File: src/rtl/riscv_pkg.sv
// Shared constants for the multi-cycle RV32I control path: opcodes, FSM state codes,
// opcode classes and the datapath mux-select encodings.
package riscv_pkg;

    localparam logic [6:0] OP_LOAD   = 7'b0000011;
    localparam logic [6:0] OP_STORE  = 7'b0100011;
    localparam logic [6:0] OP_R      = 7'b0110011;
    localparam logic [6:0] OP_I      = 7'b0010011;
    localparam logic [6:0] OP_LUI    = 7'b0110111;
    localparam logic [6:0] OP_BRANCH = 7'b1100011;
    localparam logic [6:0] OP_JAL    = 7'b1101111;
    localparam logic [6:0] OP_JALR   = 7'b1100111;

    localparam logic [3:0] S_FETCH    = 4'd0;
    localparam logic [3:0] S_DECODE   = 4'd1;
    localparam logic [3:0] S_MEMADR   = 4'd2;
    localparam logic [3:0] S_MEMREAD  = 4'd3;
    localparam logic [3:0] S_MEMWRITE = 4'd4;
    localparam logic [3:0] S_MEMWB    = 4'd5;
    localparam logic [3:0] S_EXECR    = 4'd6;
    localparam logic [3:0] S_EXECI    = 4'd7;
    localparam logic [3:0] S_LUI      = 4'd8;
    localparam logic [3:0] S_ALUWB    = 4'd9;
    localparam logic [3:0] S_BRANCH   = 4'd10;
    localparam logic [3:0] S_JAL      = 4'd11;
    localparam logic [3:0] S_JALR     = 4'd12;
    localparam logic [3:0] S_JALR2    = 4'd13;
    localparam logic [3:0] S_TRAP     = 4'd14;

    localparam logic [2:0] CLS_LOAD   = 3'd0;
    localparam logic [2:0] CLS_STORE  = 3'd1;
    localparam logic [2:0] CLS_R      = 3'd2;
    localparam logic [2:0] CLS_I      = 3'd3;
    localparam logic [2:0] CLS_LUI    = 3'd4;
    localparam logic [2:0] CLS_BRANCH = 3'd5;
    localparam logic [2:0] CLS_JAL    = 3'd6;
    localparam logic [2:0] CLS_JALR   = 3'd7;

    localparam logic [1:0] RES_ALUOUT = 2'b00;
    localparam logic [1:0] RES_DATA   = 2'b01;
    localparam logic [1:0] RES_ALURES = 2'b10;

    localparam logic [1:0] SRCA_PC    = 2'b00;
    localparam logic [1:0] SRCA_OLDPC = 2'b01;
    localparam logic [1:0] SRCA_RS1   = 2'b10;

    localparam logic [1:0] SRCB_RS2   = 2'b00;
    localparam logic [1:0] SRCB_IMM   = 2'b01;
    localparam logic [1:0] SRCB_FOUR  = 2'b10;

    localparam logic [1:0] ALUOP_ADD   = 2'b00;
    localparam logic [1:0] ALUOP_SUB   = 2'b01;
    localparam logic [1:0] ALUOP_FUNCT = 2'b10;

    localparam logic [1:0] IMM_I = 2'b00;
    localparam logic [1:0] IMM_S = 2'b01;
    localparam logic [1:0] IMM_B = 2'b10;
    localparam logic [1:0] IMM_J = 2'b11;

endpackage

File: src/rtl/op_class_dec.sv
// Opcode classifier: maps the 7-bit opcode to an instruction class, the immediate
// format and a legal flag. Shared by the DECODE dispatch and the ImmSrc output.
module op_class_dec
    import riscv_pkg::*;
(
    input  logic [6:0] op,
    output logic [2:0] op_class,
    output logic [1:0] imm_src,
    output logic       legal
);

    always_comb begin
        op_class = CLS_R;
        imm_src  = IMM_I;
        legal    = 1'b1;
        case (op)
            OP_LOAD:   op_class = CLS_LOAD;
            OP_STORE:  begin op_class = CLS_STORE;  imm_src = IMM_S; end
            OP_R:      op_class = CLS_R;
            OP_I:      op_class = CLS_I;
            OP_LUI:    op_class = CLS_LUI;
            OP_BRANCH: begin op_class = CLS_BRANCH; imm_src = IMM_B; end
            OP_JAL:    begin op_class = CLS_JAL;    imm_src = IMM_J; end
            OP_JALR:   op_class = CLS_JALR;
            default:   legal = 1'b0;
        endcase
    end

endmodule

File: src/rtl/multicycle_ctrl.sv
// Main control FSM of the multi-cycle RV32I core: sequences fetch/decode/execute/writeback,
// waits on memory, traps illegal opcodes and counts retired instructions.
//
// state    | meaning
// FETCH    | read instruction at PC, PC <= PC+4 once memory is ready
// DECODE   | ALUOut <= OldPC+imm, dispatch on opcode class
// MEMADR   | ALUOut <= rs1+imm (load/store address)
// MEMREAD  | load data read, held until memory ready
// MEMWRITE | store write, held until memory ready; retires
// MEMWB    | rd <= load data; retires
// EXECR    | register-register ALU op
// EXECI    | register-immediate ALU op
// LUI      | ALU passes U-immediate
// ALUWB    | rd <= ALUOut; retires
// BRANCH   | compare rs1/rs2, PC <= target when taken; retires
// JAL      | PC <= OldPC+imm, ALUOut <= OldPC+4
// JALR     | ALUOut <= rs1+imm
// JALR2    | PC <= ALUOut, ALUOut <= OldPC+4
// TRAP     | sticky illegal-opcode halt, left only through reset
module multicycle_ctrl
    import riscv_pkg::*;
#(
    parameter bit USE_MEM_READY = 1'b1,
    parameter bit TRAP_EN       = 1'b1,
    parameter int CNT_W         = 32
) (
    input  logic             clk,
    input  logic             rst_n,
    input  logic [6:0]       op,
    input  logic             Taken,
    input  logic             MemReady,
    output logic             PCWrite,
    output logic             AdrSrc,
    output logic             MemRead,
    output logic             MemWrite,
    output logic             IRWrite,
    output logic             RegWrite,
    output logic             Branch,
    output logic             LUIOp,
    output logic [1:0]       ResultSrc,
    output logic [1:0]       ALUSrcA,
    output logic [1:0]       ALUSrcB,
    output logic [1:0]       ALUOp,
    output logic [1:0]       ImmSrc,
    output logic             Trap,
    output logic             Retire,
    output logic [CNT_W-1:0] InstRet,
    output logic [3:0]       State
);

    localparam logic [CNT_W-1:0] CNT_ONE = {{(CNT_W-1){1'b0}}, 1'b1};

    logic [3:0] state, next_state;
    logic [2:0] op_class;
    logic [1:0] imm_src;
    logic       legal;
    logic       rdy;
    logic       pc_write, adr_src, mem_read, mem_write, ir_write, reg_write;
    logic       branch, lui_op, trap, retire;
    logic [1:0] result_src, alu_src_a, alu_src_b, alu_op;

    op_class_dec u_dec (
        .op       (op),
        .op_class (op_class),
        .imm_src  (imm_src),
        .legal    (legal)
    );

    assign rdy = MemReady | ~USE_MEM_READY;

    always_comb begin
        next_state = state;
        pc_write   = 1'b0;
        adr_src    = 1'b0;
        mem_read   = 1'b0;
        mem_write  = 1'b0;
        ir_write   = 1'b0;
        reg_write  = 1'b0;
        branch     = 1'b0;
        lui_op     = 1'b0;
        trap       = 1'b0;
        retire     = 1'b0;
        result_src = RES_ALUOUT;
        alu_src_a  = SRCA_PC;
        alu_src_b  = SRCB_RS2;
        alu_op     = ALUOP_ADD;
        case (state)
            S_FETCH: begin
                mem_read   = 1'b1;
                alu_src_b  = SRCB_FOUR;
                result_src = RES_ALURES;
                if (rdy) begin
                    ir_write   = 1'b1;
                    pc_write   = 1'b1;
                    next_state = S_DECODE;
                end
            end
            S_DECODE: begin
                alu_src_a = SRCA_OLDPC;
                alu_src_b = SRCB_IMM;
                if (!legal) begin
                    if (TRAP_EN) begin
                        next_state = S_TRAP;
                    end else begin
                        retire     = 1'b1;
                        next_state = S_FETCH;
                    end
                end else begin
                    case (op_class)
                        CLS_LOAD, CLS_STORE: next_state = S_MEMADR;
                        CLS_R:               next_state = S_EXECR;
                        CLS_I:               next_state = S_EXECI;
                        CLS_LUI:             next_state = S_LUI;
                        CLS_BRANCH:          next_state = S_BRANCH;
                        CLS_JAL:             next_state = S_JAL;
                        default:             next_state = S_JALR;
                    endcase
                end
            end
            S_MEMADR: begin
                alu_src_a  = SRCA_RS1;
                alu_src_b  = SRCB_IMM;
                next_state = (op_class == CLS_LOAD) ? S_MEMREAD : S_MEMWRITE;
            end
            S_MEMREAD: begin
                adr_src  = 1'b1;
                mem_read = 1'b1;
                if (rdy) next_state = S_MEMWB;
            end
            S_MEMWRITE: begin
                adr_src   = 1'b1;
                mem_write = 1'b1;
                if (rdy) begin
                    retire     = 1'b1;
                    next_state = S_FETCH;
                end
            end
            S_MEMWB: begin
                result_src = RES_DATA;
                reg_write  = 1'b1;
                retire     = 1'b1;
                next_state = S_FETCH;
            end
            S_EXECR: begin
                alu_src_a  = SRCA_RS1;
                alu_op     = ALUOP_FUNCT;
                next_state = S_ALUWB;
            end
            S_EXECI: begin
                alu_src_a  = SRCA_RS1;
                alu_src_b  = SRCB_IMM;
                alu_op     = ALUOP_FUNCT;
                next_state = S_ALUWB;
            end
            S_LUI: begin
                alu_src_b  = SRCB_IMM;
                lui_op     = 1'b1;
                next_state = S_ALUWB;
            end
            S_ALUWB: begin
                reg_write  = 1'b1;
                retire     = 1'b1;
                next_state = S_FETCH;
            end
            S_BRANCH: begin
                alu_src_a  = SRCA_RS1;
                alu_op     = ALUOP_SUB;
                branch     = 1'b1;
                pc_write   = Taken;
                retire     = 1'b1;
                next_state = S_FETCH;
            end
            S_JAL: begin
                alu_src_a  = SRCA_OLDPC;
                alu_src_b  = SRCB_FOUR;
                pc_write   = 1'b1;
                next_state = S_ALUWB;
            end
            S_JALR: begin
                alu_src_a  = SRCA_RS1;
                alu_src_b  = SRCB_IMM;
                next_state = S_JALR2;
            end
            // PC takes rs1+imm from ALUOut while the ALU forms the link address
            S_JALR2: begin
                pc_write   = 1'b1;
                alu_src_a  = SRCA_OLDPC;
                alu_src_b  = SRCB_FOUR;
                next_state = S_ALUWB;
            end
            S_TRAP:  trap = 1'b1;
            default: next_state = S_FETCH;
        endcase
    end

    always_ff @(posedge clk or negedge rst_n) begin
        if (!rst_n) begin
            state   <= S_FETCH;
            InstRet <= '0;
        end else begin
            state <= next_state;
            if (retire) InstRet <= InstRet + CNT_ONE;
        end
    end

    // Every control output is forced low while reset is held
    assign PCWrite   = pc_write  & rst_n;
    assign AdrSrc    = adr_src   & rst_n;
    assign MemRead   = mem_read  & rst_n;
    assign MemWrite  = mem_write & rst_n;
    assign IRWrite   = ir_write  & rst_n;
    assign RegWrite  = reg_write & rst_n;
    assign Branch    = branch    & rst_n;
    assign LUIOp     = lui_op    & rst_n;
    assign Trap      = trap      & rst_n;
    assign Retire    = retire    & rst_n;
    assign ResultSrc = result_src & {2{rst_n}};
    assign ALUSrcA   = alu_src_a  & {2{rst_n}};
    assign ALUSrcB   = alu_src_b  & {2{rst_n}};
    assign ALUOp     = alu_op     & {2{rst_n}};
    assign ImmSrc    = imm_src    & {2{rst_n}};
    assign State     = state;

endmodule

File: config.mk
export PLATFORM = sky130hd
export DESIGN_NAME = multicycle_ctrl
export DESIGN_NICKNAME = d
export VERILOG_FILES = /design/src/rtl/riscv_pkg.sv /design/src/rtl/op_class_dec.sv /design/src/rtl/multicycle_ctrl.sv
export SDC_FILE = /design/constraint.sdc
export NUM_CORES = 1
export LEC_CHECK = 0
export BUFFER_PORTS_ARGS = -buffer_cell sky130_fd_sc_hd__buf_2
export CORE_MARGIN = 2
export CORE_UTILIZATION = 47
export DETAILED_ROUTE_END_ITERATION = 10
export GPL_TIMING_DRIVEN = 0
export PLACE_DENSITY = 0.77
export SKIP_LAST_GASP = 1
export SLEW_MARGIN = 25
export SYNTH_ARGS = -nofsm -noshare
export SYNTH_HDL_FRONTEND = slang
export SYNTH_SLANG_ARGS = --single-unit
File: constraint.sdc
create_clock -name clk -period 2 [get_ports clk]
set_clock_uncertainty 0.05 [all_clocks]
set_input_delay 0.1 -clock clk [delete_from_list [all_inputs] [get_ports clk]]
set_output_delay 0.1 -clock clk [all_outputs]
set_load 0.01 [all_outputs]
Word level (Yosys, flattened, before mapping)
Index checks and enable logic that the tools add are counted.

Register bits after elaboration: 36. Latch bits: 0. RAM bits: 0. ROM bits: 0. Input bits: 11. Memories: 0.

Add/sub/neg operators: 1. Multiply operators: 0. Divide/modulo/power cells: 0. Order comparisons: 0. Equal/unequal tests: 31. Shift operators: 0. Multiplexer cells: 25. Bitwise gates (word level): 16. Reductions and logical operators: 16.

Operators with widths (number): adder 32 x 1 -> 32 bit, second input constant (1); case mux 4 bit (8 select lines) (1); == test 4 bit, second input constant (7); case mux 4 bit (6 select lines) (1); == test 7 x 6 -> 1 bit, second input constant (3); == test 7 bit, second input constant (3); case mux 3 bit (7 select lines) (1); == test 4 x 3 -> 1 bit, second input constant (4); 2-to-1 mux 4 bit (4); case mux 2 bit (2 select lines) (4); OR reduction 5 bit (3); OR reduction 2 bit (6); bitwise AND 1 bit (10); bitwise AND 2 bit (5); 2-to-1 mux 1 bit (10); == test 3 bit, second input constant (3); OR reduction 3 bit (3); == test 4 x 2 -> 1 bit, second input constant (2); OR reduction 8 bit (1); == test 7 x 2 -> 1 bit, second input constant (1); == test 7 x 5 -> 1 bit, second input constant (1); == test 3 x 2 -> 1 bit, second input constant (2); inequality test 2 bit, second input constant (3); case mux 2 bit (3 select lines) (1); 9 further kinds (9).

Logic depth before layout (Yosys ltp)
Gate-level depths: netlist of run 1.

Depth in word-level cells: 7. Gate-level depth with buffers: 7.

Modules after synthesis
From an unflattened synthesis of run 1, not the netlist that was laid out.

Cell total of the unflattened synthesis: 259. Area, all modules: 2321.0 µm².

By module, submodules not included: multicycle_ctrl (times used 1, cells each 233, area each 2167.1 µm², seq. area each 900.9 µm²); op_class_dec (times used 1, cells each 26, area each 153.9 µm², seq. area each 0.0 µm²).

Worst setup path before layout of run 1
No wires, ideal clock.

Path kind: register to register. From: register state[2], in the netlist State[2]. To: register InstRet[17]. Setup time: 0.079 ns. Data arrival time: 1.931 ns. Slack: -0.060 ns. Cell stages (with the launch flop): 8. Path buffers: 2. Period minus slack after synthesis: 2.060 ns. Path through: dfrtp_1 buf_6 and4bb_2 a211oi_2 or4_1 buf_4 nor3_2 xor2_1.

Cells in the longest elaborated chain, start to end: 3. Elaborated cells between the ends (all ways): 6.

Ends and longest elaborated chain: start, declared (line multicycle_ctrl.sv:53) `logic [3:0] state, next_state;`; start signal, assigned (line multicycle_ctrl.sv:201) `state <= next_state;`; == test 4 bit or == test 4 x 3 -> 1 bit (tied branches) (line multicycle_ctrl.sv:87) `case (state)`; OR reduction 3 bit (no line); case mux 1 bit (2 select lines) (*) (line multicycle_ctrl.sv:87); end signal, assigned (line multicycle_ctrl.sv:202) `if (retire) InstRet <= InstRet + CNT_ONE;`; end, declared (line multicycle_ctrl.sv:47) `output logic [CNT_W-1:0] InstRet,`.

Every way passes the cells marked *; elsewhere a longest branch is shown, timed or not. A chain may end at the register's enable or synchronous reset.

Worst setup path in the final report of run 1
From: register state[2], in the netlist State[2]. To: register InstRet[29].

The elaborated chain is that of the path after synthesis.

==> flow_summary.toml, run 1 <==
[power_and_ir_drop]
ir_drop_uv = 791.2
power_density_mw_per_mm2 = 1037
power_mw = 3.029
p_leak_nw = 1.522

[clocking]
cts_tree = "yes"
h-tree-depth = 2
cts_buffers = 5
insertion_delay_ps = 290
clockBufferDepth = 2
numClockSinks = 36
clk_pin_slew_worst_paths_ps = 70
cts-root-buf = "clkbuf_8"

[routing]
drtAntennaViolNets = 0
via_count = 2183
drt_iter0_markers = 125
drc = 0
drtPass1Iterations = 4
vias_per_cell = 5.499
wl_um = 5486
wl_per_cell_um = 13.82

[worst_hold_path]
min_path_cells = 3
min_to = "State[0]$_DFFE_PN0P_"
hold_path_class = "in2reg"
worstHoldStart = "op[5]"

[timing]
slew_viol_final = 0
worst_pin_slew_ps = 458.7
fin_crit_sh_pct = 100.4
finalHoldViolCount = 0
layout_setup_ws_ps = -8.479
fmax_mhz = 497.9
max_slew_margin_pct = 69.14
final-setup-viol-count = 3
min_period_ps = 2008
rsz0062_at_grt = "yes"

[finish]
drive_gt1_share_pct = 30.90
area_growth_pct = 27.96
final_common_cell = "buf_2"
antenna_cells = 0
nets = 354
final_cell_mix = "65 x buf_2, 33 x dfrtp_1, 31 x nor2_1, 27 x nand2_1, 24 x xor2_1"
final_cell_area_mm2 = 0.002920

[critical_path]
r2r_slack_ps = -8
critical-path-top-delay-family = "simple AND/OR/NAND/NOR gates"
required_ps = 2160
critPathArrivalTime_ps = 2170
slowest_delay_ps = 470
r2r-end = "InstRet[29]$_DFFE_PN0P_"
cp-start-kind = "flop"
slowest_stage = "or4_4"
r2r-start = "State[2]$_DFFE_PN0P_"
worstPathCellList = "buf_6, and4bb_2, a211oi_4, buf_4, or4_4, nor2_1, xor2_1"
r2r_cells = 7
crit_path_end_kind = "flop"
crit_type = "reg2reg"
worstPathMaxFanout = 5
crit_buf_inv = 2

[logic_synthesis]
syn_nets = 277
yosysSeqAreaShare_pct = 39.47
synth_top_family_by_area = "simple AND/OR/NAND/NOR gates"
synth_edf_count = 0
synth_compound_area_share_pct = 9.539
synth.mux.area_fraction_pct = 1.425
synthAdderAreaFrac_pct = 0.5482
ys_ff_latch = 36
syn_inst = 265
synth_xor_area_share_pct = 13.76
yosys.area_share.simple_pct = 31.03
synthArstFlopShare_pct = 100.0
synthFlopType = "dfrtp_1"
synth_cell_types = 48
synth_area_mm2 = 0.002282
ys_warn_count = 0
postSynthAreaPerCell_um2 = 8.612

[floorplanning]
start_util_pct = 48.64
num_rows = 25
dieArea_mm2 = 0.005429
fp.coreArea_mm2 = 0.004692
fp.dieH_um = 73.69
die_x_um = 73.69
pin_count = 67

[grt]
use_met2_pct = 32.84
top_usage_layer = "met2"
met1_usage_pct = 26.97
grt_pass1_wl_um = 8700
grt_usage_pct = 20.43
grt_max_degree = 37
grt_pass1_vias = 1901
overflow = 0
antenna_found_initial = 0
grt_util_met3_pct = 4.390

[status]
status = "finished with violations"
violations = "setup timing"

[place]
place_area_mm2 = 0.002675
dp_hpwl_um = 3839
portBuffers = 63
gp_congestion = 0.9205

[job]
drv_cap = 0
[registers in the layout, summed over array words and instances, names as in the netlist]
| signal | count |
|---|---|
| State | 4 |
| InstRet | 32 |
[final cells by class]
cell class / instances / area, um2
multi-input combinational: 209 / 1369
inverter: 7 / 26.28
buffer: 12 / 57.56
tap: 54 / 67.56
clock inverter: 2 / 35.03
fill: 412 / 1772
sequential: 36 / 904.6
clock buffer: 6 / 72.57
timing repair buffer: 71 / 387.9
[report_power, final]
group          internal (mW)  switching [mW]  total [mW]
combinational          0.633           0.814        1.45
clock                  0.370           0.247       0.616
sequential             0.831           0.134       0.966
total                   1.83            1.20        3.03
[how the worst max path moves through the flow]
stage,start,end,slack [ps],cells after the start
global route,InstRet[11]$_DFFE_PN0P_,InstRet[27]$_DFFE_PN0P_,-80,5
floorplan,State[2]$_DFFE_PN0P_,InstRet[17]$_DFFE_PN0P_,60,7
CTS,State[2]$_DFFE_PN0P_,InstRet[27]$_DFFE_PN0P_,-20,6
finish,State[2]$_DFFE_PN0P_,InstRet[29]$_DFFE_PN0P_,-8,7
detailed placement,InstRet[11]$_DFFE_PN0P_,InstRet[27]$_DFFE_PN0P_,-250,5
global placement,InstRet[11]$_DFFE_PN0P_,InstRet[27]$_DFFE_PN0P_,-190,5
[synthesized netlist by cell type (2+ instances only)]
library cell	count	area share [%]
nand4_1	5	1.4
mux2_2	2	0.99
nand2_1	27	4.4
nor3_2	4	1.8
buf_2	2	0.44
o211ai_1	5	1.6
o22ai_1	2	0.55
nor3_1	7	1.5
nor2_1	34	5.6
o21ai_0	7	1.5
xnor2_1	10	3.8
nor2b_1	7	1.9
nand3b_1	2	0.66
nand3_1	18	3.9
nand2b_1	6	1.6
nor4_1	4	1.1
clkbuf_1	10	1.6
a21oi_1	8	1.8
inv_1	7	1.2
xor2_1	24	9.2
or4_1	2	0.66
and4bb_2	2	1.1
and2_1	3	0.82
and3_1	7	1.9
dfrtp_1	36	39
o21a_1	2	0.66
[timing repair]
| action | in CTS | in global routing |
|---|---|---|
| pin swaps | 2 | 7 |
| resized for setup | 8 | 12 |
| gates cloned | 0 | 3 |
| endpoints found under the hold margin | 36 | 0 |
| hold buffers | 2 | 0 |
| setup buffers | 0 | 5 |
| setup endpoints to repair | 26 | 20 |
[kinds of logic (layout without fill, tap and decap cells)]
group	count (synthesis)	after routing
xor gates and xnor gates	35	35
buffers and inverters	22	98
DFF	36	36
adders and majority gates	1	1
AOI/OAI and AO/OA	33	34
muxes	3	3
and+or+nand+nor	135	136
[worst min-delay path: stages]
cell and delay, ps:
buf_2 120, a22oi_1 70, o211ai_1 160
[routing by layer]
layer	part of all wire (%)	up-vias
li1	-	1077
met1	44	1007
met5	0	-
met4	1.5	0
met3	5.7	10
met2	49	89
[metrics by stage]
step	setup WS [ps]	hold WS (ps)	instances	utilization (%)	TNS, ps
6_report	-8.479	164.9	397	62.24	-10.57
5_1_grt	-82.25	212.5	397	62.24	-625.0
4_1_cts	-19.35	143.9	390	60.19	-19.35
3_5_place_dp	-254.3	208.2	382	57.01	-2651
3_3_place_gp	-187.9	203.6	382	57.01	-1777
2_1_floorplan	63.93	-245.6	265	-	0
Note: power is estimated with default switching activity, not from simulation.
==> inputs of run 2 (changes only) <==
--- a/config.mk
+++ b/config.mk
@@ -8,8 +8,9 @@
 export BUFFER_PORTS_ARGS = -buffer_cell sky130_fd_sc_hd__buf_2
+export CELL_PAD_IN_SITES_DETAIL_PLACEMENT = 0
+export CELL_PAD_IN_SITES_GLOBAL_PLACEMENT = 1
 export CORE_MARGIN = 2
-export CORE_UTILIZATION = 47
+export CORE_UTILIZATION = 34
 export DETAILED_ROUTE_END_ITERATION = 10
 export GPL_TIMING_DRIVEN = 0
-export PLACE_DENSITY = 0.77
-export SKIP_LAST_GASP = 1
+export PLACE_DENSITY_LB_ADDON = 0.1
 export SLEW_MARGIN = 25
==> constraint.sdc (replaced) <==
create_clock -name clk -period 2 [get_ports clk]
set_clock_uncertainty 0.05 [all_clocks]
set_input_delay 0.4 -clock clk [delete_from_list [all_inputs] [get_ports clk]]
set_output_delay 0.4 -clock clk [all_outputs]
set_load 0.01 [all_outputs]
==> run 2 against run 1 <==
Compared with the run above: via count shrank 1.6%; sequential share of layout area shrank 2.5 points; the flow still finishes with violations (setup timing); hold slack lost 140 ps; first-iteration DRC count grew 19%; critical path type is now reg2out.
==> flow_summary.toml, run 2 (same netlist as run 1, synthesis figures left out) <==
[floorplanning]
pin_count = 67
die_x_um = 85.93
num_rows = 29
dieArea_mm2 = 0.007384
start_util_pct = 35.53
fp.dieH_um = 85.93
fp.coreArea_mm2 = 0.006422

[job]
drv_cap = 0

[routing]
wl_per_cell_um = 14.41
drtPass1Iterations = 4
via_count = 2148
drt_iter0_markers = 149
wl_um = 6125
vias_per_cell = 5.054
drtAntennaViolNets = 0
drc = 0

[place]
portBuffers = 63
gp_congestion = 0.8843
dp_hpwl_um = 4177
place_area_mm2 = 0.002704

[clocking]
cts-root-buf = "clkbuf_8"
clk_pin_slew_worst_paths_ps = 70
clockBufferDepth = 2
h-tree-depth = 2
numClockSinks = 36
cts_buffers = 5
cts_tree = "yes"
insertion_delay_ps = 290

[grt]
antenna_found_initial = 0
grt_pass1_wl_um = 9867
met1_usage_pct = 25.78
grt_util_met3_pct = 2.984
grt_pass1_vias = 1935
use_met2_pct = 24.03
grt_usage_pct = 16.81
grt_max_degree = 37
top_usage_layer = "met1"
overflow = 0

[finish]
fillers = 664
area_growth_pct = 39.03
final_common_cell = "buf_2"
antenna_cells = 0
final_cell_mix = "62 x buf_2, 33 x dfrtp_1, 25 x nand2_1, 24 x xor2_1, 23 x nor2_1"
final_cell_area_mm2 = 0.003173
nets = 359
drive_gt1_share_pct = 39.08
top_register = "InstRet"
multi_input_area_mm2 = 0.001506
largest_reg_flops = 32
ff_latch_area_um2 = 904.6

[timing]
worst_pin_slew_ps = 467.6
max_slew_margin_pct = 68.54
min_period_ps = 2114
final-setup-viol-count = 15
fin_crit_sh_pct = 105.7
finalHoldViolCount = 0
rsz0062_at_grt = "yes"
layout_setup_ws_ps = -113.7
slew_viol_final = 0
fmax_mhz = 473.1

[critical_path]
startpoint = "State[2]$_DFFE_PN0P_"
crit_type = "reg2out"
crit_path_end_kind = "output port"
critPathArrivalTime_ps = 1660
cp-start-kind = "flop"
required_ps = 1550
r2r_cells = 8
r2r-start = "State[2]$_DFFE_PN0P_"
r2r_slack_ps = -110
r2r-end = "InstRet[20]$_DFFE_PN0P_"
worstPathMaxFanout = 5

[power_and_ir_drop]
switching_share_pct = 40.24
combPwrFrac_pct = 53.4
p_seq_share_pct = 30.2
power_density_mw_per_mm2 = 1023
power_mw = 3.246
p_switching_mw = 1.306
p_int_mw = 1.940
p_leak_nw = 1.615
ir_drop_uv = 604.4
p_clk_share_pct = 16.5

[status]
status = "finished with violations"
violations = "setup timing"

[worst_hold_path]
hold_path_class = "in2async"
run 2: cell types whose count changed in the layout (fill, tap and decap cells not counted), moves of 3 or more:
| cell | before | now |
|---|---|---|
| nor3_4 | 1 | 4 |
| nand2b_4 | 0 | 3 |
| buf_6 | 1 | 4 |
| nor2_4 | 0 | 10 |
| buf_4 | 5 | 14 |
| buf_2 | 65 | 62 |
| nor2_1 | 31 | 23 |
| nand2b_1 | 6 | 2 |
run 2: worst max-delay path by stage:
stage                                         end  cells past startpoint
final                                  ALUSrcB[1]                      6
after global routing                   ALUSrcB[1]                      6
after CTS                              ALUSrcB[1]                      6
after detailed placement                  MemRead                      5
after global placement                    MemRead                      5
after floorplan           InstRet[17]$_DFFE_PN0P_                      7
run 2: area by class of cell:
cell class                 count  area share (%)
multi-input combinational    207           47.48
sequential                    36           28.51
tap                           77           3.036
timing repair buffer          77           14.08
buffer                        13           3.233
clock buffer                   8           2.839
inverter                       7          0.8281
run 2: what timing repair did:
| item | in CTS | in global routing |
|---|---|---|
| hold endpoints to repair | 36 | 0 |
| gates resized for setup | 48 | 32 |
| hold buffers | 1 | 0 |
| setup buffers | 7 | 4 |
| gates cloned | 2 | 0 |
| pin swaps | 10 | 4 |
| endpoints found under the setup margin | 49 | 35 |
run 2: stage by stage:
step | TNS (ps) | instances | hold slack [ps] | setup WS, ps | util (%)
final | -989.5 | 425 | 28.94 | -113.7 | 49.41
after global placement | -9146 | 405 | 399.9 | -483.2 | 42.10
after floorplan | 0 | 265 | 54.41 | 63.93 | -
after detailed placement | -9394 | 405 | 404.2 | -464.2 | 42.10
after CTS | -1237 | 422 | 29.05 | -122.1 | 47.11
after global routing | -2475 | 425 | 39.52 | -182.8 | 49.41
run 2: worst max-delay path: stages (launching register included):
cell     delay (ps)
dfrtp_1         410
buf_6           140
or2_4           230
mux2_4          270
o22ai_2          80
and2_1          130
buf_2           120
run 2: per-layer routing:
metal / wire length, um / share of wire, % / vias up
met5: 0 / 0 / -
met3: 399 / 6.5 / 8
met1: 2960 / 48 / 1001
met4: 63 / 1.0 / 0
li1: - / - / 1082
met2: 2700 / 44 / 57
run 2: power groups by stage:
stage / sequential, mW / combinational, mW / clock, mW
floorplan: 0.979 / 0.850 / 0
global placement: 0.965 / 1.29 / 0
detailed placement: 0.962 / 1.28 / 0
CTS: 0.971 / 1.56 / 0.552
global route: 1.00 / 1.88 / 0.584
finish: 0.980 / 1.73 / 0.534
